[src/rtl/odo_round_key_sched.sv]
// Round-key scheduler: expands a 64-bit seed through a Galois LFSR and streams
// ROUNDS 10-bit keys under valid/ready, then pulses done for one cycle.
module odo_round_key_sched #(
  parameter int ROUNDS = 84
) (
  input  logic        clk,
  input  logic        rst_n,
  input  logic        start,
  input  logic        abort,
  input  logic [63:0] seed,
  output logic [9:0]  key,
  output logic        key_valid,
  input  logic        key_ready,
  output logic [6:0]  round,
  output logic        last,
  output logic        busy,
  output logic        done
);

  localparam logic [6:0]  LAST_RND = 7'(ROUNDS - 1);
  localparam logic [63:0] TAPS     = 64'hD800_0000_0000_0000;

  typedef enum logic [1:0] {IDLE, RUN, DONE} state_t;

  state_t      state, state_nxt;
  logic [63:0] s;
  logic [63:0] s_adv;
  logic        hs;
  logic        at_last;

  assign hs      = (state == RUN) && key_ready;
  assign at_last = (round == LAST_RND);
  assign s_adv   = s[0] ? ((s >> 1) ^ TAPS) : (s >> 1);

  always_ff @(posedge clk) begin
    if (!rst_n) state <= IDLE;
    else        state <= state_nxt;
  end

  // abort outranks both start and a same-cycle handshake
  always_comb begin
    state_nxt = state;
    case (state)
      IDLE:    if (!abort && start) state_nxt = RUN;
      RUN:     if (abort) state_nxt = IDLE;
               else if (hs && at_last) state_nxt = DONE;
      DONE:    state_nxt = IDLE;
      default: state_nxt = IDLE;
    endcase
  end

  always_ff @(posedge clk) begin
    if (!rst_n) begin
      s     <= '0;
      round <= '0;
    end else if (!abort) begin
      if (state == IDLE && start) begin
        // an all-zero seed would lock the LFSR at zero
        s     <= (seed == 64'h0) ? 64'h1 : seed;
        round <= '0;
      end else if (hs) begin
        s <= s_adv;
        if (!at_last) round <= round + 7'd1;
      end
    end
  end

  always_comb begin
    key       = s[9:0];
    key_valid = (state == RUN);
    busy      = (state == RUN);
    done      = (state == DONE);
    last      = (state == RUN) && at_last;
  end

endmodule

[config.mk]
export PLATFORM = sky130hd
export DESIGN_NAME = odo_round_key_sched
export DESIGN_NICKNAME = d
export VERILOG_FILES = /design/src/rtl/odo_round_key_sched.sv
export SDC_FILE = /design/constraint.sdc
export NUM_CORES = 1
export LEC_CHECK = 0
export BUFFER_PORTS_ARGS = -buffer_cell sky130_fd_sc_hd__buf_2
export CAP_MARGIN = 20
export CORE_ASPECT_RATIO = 1.4
export CORE_UTILIZATION = 48
export DETAILED_ROUTE_END_ITERATION = 8
export PLACE_DENSITY = 0.76
export SETUP_SLACK_MARGIN = 0.15
export SLEW_MARGIN = 0
export SYNTH_ARGS = -nofsm -noshare
export SYNTH_HDL_FRONTEND = slang
export SYNTH_SLANG_ARGS = --single-unit
[constraint.sdc]
create_clock -name clk -period 1.63 [get_ports clk]
set_input_delay 0.2445 -clock clk [delete_from_list [all_inputs] [get_ports clk]]
set_output_delay 0.2445 -clock clk [all_outputs]
set_load 0.02 [all_outputs]
Word level (Yosys, flattened, before mapping)
Cells that the tools add are included.

word-level totals
  flip-flop bits (word level) = 73
  bits of input ports = 69
  output and inout port bits = 21
  word-level logic and storage cells = 35

operators by class
  add/subtract/negate cells = 1
  eq/ne operators = 6
  mux-type cells = 11
  bitwise logic cells = 2
  reductions and logical operators = 12

operator list
  kind                   number
  $mux W64               4
  $logic_not A64 Y1      1
  $mux W7                3
  $add A7 B1 Y7 const B  1
  $eq A7 B7 Y1 const B   1
  $mux W2                3
  $logic_and A1 B1 Y1    5
  $not A3 Y4             1
  $pmux W2 S2            1
  $reduce_and A2 Y1      2
  $ne A3 B2 Y1 const B   1
  $reduce_and A3 Y1      1
  $eq A2 B1 Y1 const B   1
  $eq A2 B2 Y1 const B   1
  $logic_not A2 Y1       1
  $ne A2 B1 Y1 const B   1
  $ne A2 B2 Y1 const B   1
  $reduce_bool A2 Y1     1
  $logic_not A1 Y1       1
  $not A1 Y1             1

Depth between registers and ports, before layout
  depth in word-level cells = 6
  mapped depth = 7
  gate-level depth less buffers = 5

Worst setup path after synthesis
No wires, ideal clock.

  path type = register to register
  start = register round[0]
  end = register state[1]
  library setup time = 0.062 ns
  arrival time = 2.033 ns
  required time = 1.568 ns
  slack = -0.465 ns
  cell stages (with the launch flop) = 6
  buffers on the path = 0
  period minus slack after synthesis = 2.095 ns
  cell sequence = dfxtp_1 > ha_1 > nor4b_1 > nand3_1 > nor3b_1 > and4_1

between the ends
  longest elaborated chain between the ends = 4

ends and longest elaborated chain
  element                      line  RTL
  start, declared              14    output logic [6:0] round,
  start signal, assigned       63    if (!at_last) round <= round + 7'd1;
  $eq A7 B7 Y1                 32    assign at_last = (round == LAST_RND);
  $logic_and A1 B1 Y1          46    else if (hs && at_last) state_nxt = DONE;
  $ne A3 B2 Y1 (no line)       n/a
  $reduce_and A2 Y1 (no line)  n/a
  end signal, assigned         37    else state <= state_nxt;
  end, declared                25    state_t state, state_nxt;

No other way between the ends.
A chain may end at the register's enable or synchronous reset.

Worst setup path in the final report
  start = register round[0]
  end = output port last

between the ends
  longest elaborated chain between the ends = 2

ends and longest elaborated chain
  element              line  RTL
  $eq A7 B7 Y1         32
  $logic_and A1 B1 Y1  73    last = (state == RUN) && at_last;
  end, declared        15    output logic last,

No other way between the ends.

==> summary.txt <==
Unrepaired setup endpoints after global routing - yes
Vias in the first global route - 4,070
Area grow syn2layout - 82.8%
Starting density of the core - 49.6%
Worst-skew pair later-pin latency - 0.37 ns
Hold Vio Cnt, Final - 0
Sink Count - 73
Final worst slack - -0.254 ns
Worst min-delay path class - in2reg
Layout net count - 648
Flops & latches, synth - 73
Gpl congestion - 0.885
Routed WL - 18,300 um
H-tree Lvls - 3
Syn nets - 518
Max Clk Rate - 531 MHz
Via/cell ratio - 6.86
CP top delay family - simple AND/OR/NAND/NOR gates
Slew Limit Fails - 0
Hold buffer count at CTS - 0
Maxcap violations - 0
Crit path DAT - 1.64 ns
Utilization after layout - 90.7%
GR Overflow Total - 0
Wire length of the first global-routing pass - 19,900 um
CP Capture Type - output pin
P_leak - 0.00247 uW
Synthesized cell area - 3440 sq um
Detail Route Antenna Nets - 0
Dpl hpwl - 6350 um
Crit path kind - reg2out
Post-synthesis sequential area ratio - 42.5%
DRT Pass-1 Iters - 6
Fin crit period - 1.88 ns
Post-route setup TNS - -1.26 ns
Async SR Flop Fraction - 0%
Post-Place Cell Area - 4100 sq um
Req. time, crit path - 1.39 ns
Slew headroom - 51.1%
EDFF count, synth - 0
Outcome - finished with violations
Num CTS Buffers - 9
Area of the die - 7520 sq um
Post-Place Setup Slack - -0.0677 ns
Die H - 102 um
Number of fillers in the final layout - 282
Final worst path period share - 116%
Ys flop type - dfxtp_1
DRT iter0 DRCs - 635
Crit path buffers/inverters - 1
Crit path max-delay cell type - dfxtp_4
Finished Cell Area - 6290 sq um
CP Max Fanout - 2
Clock skew - 0.0175 ns
Pwr Total - 5140 uW
Root Driver - clkbuf_8
Yosys warnings - 0
GRT Util Overall - 35.7%
Largest net degree at the start of global routing - 38
Fraction of layout cells with a size suffix above 1 - 58.1%
Initial antenna violation count - 0
FP Rows - 36
Peak VDD IR - 921 uV
Final setup vio count - 30
Crit-path cells - ha_4, nor4b_4, nand3_2, nor3b_4, buf_6
Worst Tran Pin Value - 0.732 ns
Cell Pwr Density - 817 nW/um^2
Failing checks - negative setup slack
Cells after Synth - 448
Core ar. - 6940 sq um
Distinct cells, synth - 32
I/O Pins - 90
Post-detailed-route wirelength per cell - 27.1 um
CTS tree - yes
Slowest stage delay, CP - 0.37 ns
Worst-path clk slew - 0.08 ns
Via count - 4,641
Syn_area_per_cell - 7.68 sq um
Nature of the critical path startpoint - flip-flop
Max clock buf depth - 2
Port Buf Inserts - 89
DRC Markers - 0
Ant. Diodes - 0
Die width - 73.6 um
## tightest hold or removal path, delay by kind of cell
| kind | cells | cell delay (ns) |
|---|---|---|
| buffers and inverters | 1 | 0.11 |
| AO/OA/AOI/OAI | 1 | 0.07 |
| AND/OR/NAND/NOR | 1 | 0.05 |
## power by group
part / switching, uW / total [uW] / internal [uW]
clock: 729 / 1650 / 920
sequential: 122 / 2020 / 1900
combinational: 773 / 1470 / 698
total: 1620 / 5140 / 3520
## flip-flops by register name, indices dropped and copies added, names as in the netlist
name,flops
round,7
s,64
state,2
## synthesized netlist by cell type (all sizes together) (5+ instances only)
| cell | count | area, sq um |
|---|---|---|
| nand2 | 129 | 484 |
| dfxtp | 73 | 1460 |
| nor2 | 64 | 240 |
| a311oi | 60 | 526 |
| clkbuf | 26 | 97.6 |
| buf | 22 | 138 |
| nor4 | 14 | 87.6 |
| a21oi | 9 | 45.0 |
| nand4 | 7 | 43.8 |
| o21ai | 5 | 25.0 |
## final cells by class
cell class,instances,area [sq um],share of cell area [%]
clock buffer,14,194,3.08
clock inverter,1,30.0,0.477
inverter,3,11.3,0.179
multi-input combinational,326,2690,42.8
sequential,73,1470,23.4
tap,95,119,1.89
timing repair buffer,165,1780,28.2
## per-layer routing
layer / vias to the layer above / wire, um / GRT usage [%]
met5: - / 0 / 0
met4: 0 / 1600 / 22.3
met3: 160 / 1720 / 5.42
met2: 446 / 8900 / 63.9
met1: 2168 / 6110 / 38.7
li1: 1867 / - / -
## logic make-up (layout without fill, tap and decap cells)
| logic type | after synthesis | count (layout) | share of synthesized area [%] |
|---|---|---|---|
| AO/OA/AOI/OAI | 80 | 80 | 18.6 |
| XOR/XNOR | 5 | 5 | 1.27 |
| adder cells (fa/ha/maj) | 1 | 1 | 0.364 |
| buffers and inverters | 51 | 183 | 7.16 |
| flip-flops | 73 | 73 | 42.5 |
| multiplexers | 3 | 3 | 0.945 |
| AND/OR/NAND/NOR | 235 | 237 | 29.2 |
## path summary, 6_finish.rpt
check             startpoint     to  slack [ns]  cells after the start
setup / recovery    round[0]   last       -0.25                      5
hold / removal      seed[54]  s[54]        0.15                      3
setup reg to reg    state[0]  s[29]       -0.09                      8
hold reg to reg        s[62]  s[62]        0.48                      2
## placed cells by master, fill, tap and decap left out, types with 3 or more instances in the layout
cell       instances
a21oi_1            6
a21oi_2            3
a311oi_2          57
and2_4             3
buf_12            13
buf_16            18
buf_2             85
buf_4             20
buf_6             19
clkbuf_16          9
clkbuf_8          12
dfxtp_1           69
nand2_1           86
nand2_2           14
nand2_4           29
nand4_1            7
nor2_1            31
nor2_2             8
nor2_4            25
nor4_1            14
o211ai_1           3
xnor2_1            3
## metrics by stage
stage | std cells | hold WS [ns]
final | 677 | 0.154
after global routing | 677 | 0.166
after CTS | 663 | 0.141
after detailed placement | 609 | 0.448
after global placement | 609 | 0.441
after floorplan | 448 | 0.316
## timing repair
item                                    4_1_cts  5_1_grt
cloned                                       19        9
endpoints found under the setup margin       66       75
hold endpoints to repair                      0        0
pin swaps                                    73       72
setup buffers                                20        5
resized for setup                           158      102
No activity file was read; power rests on OpenSTA's default activity.
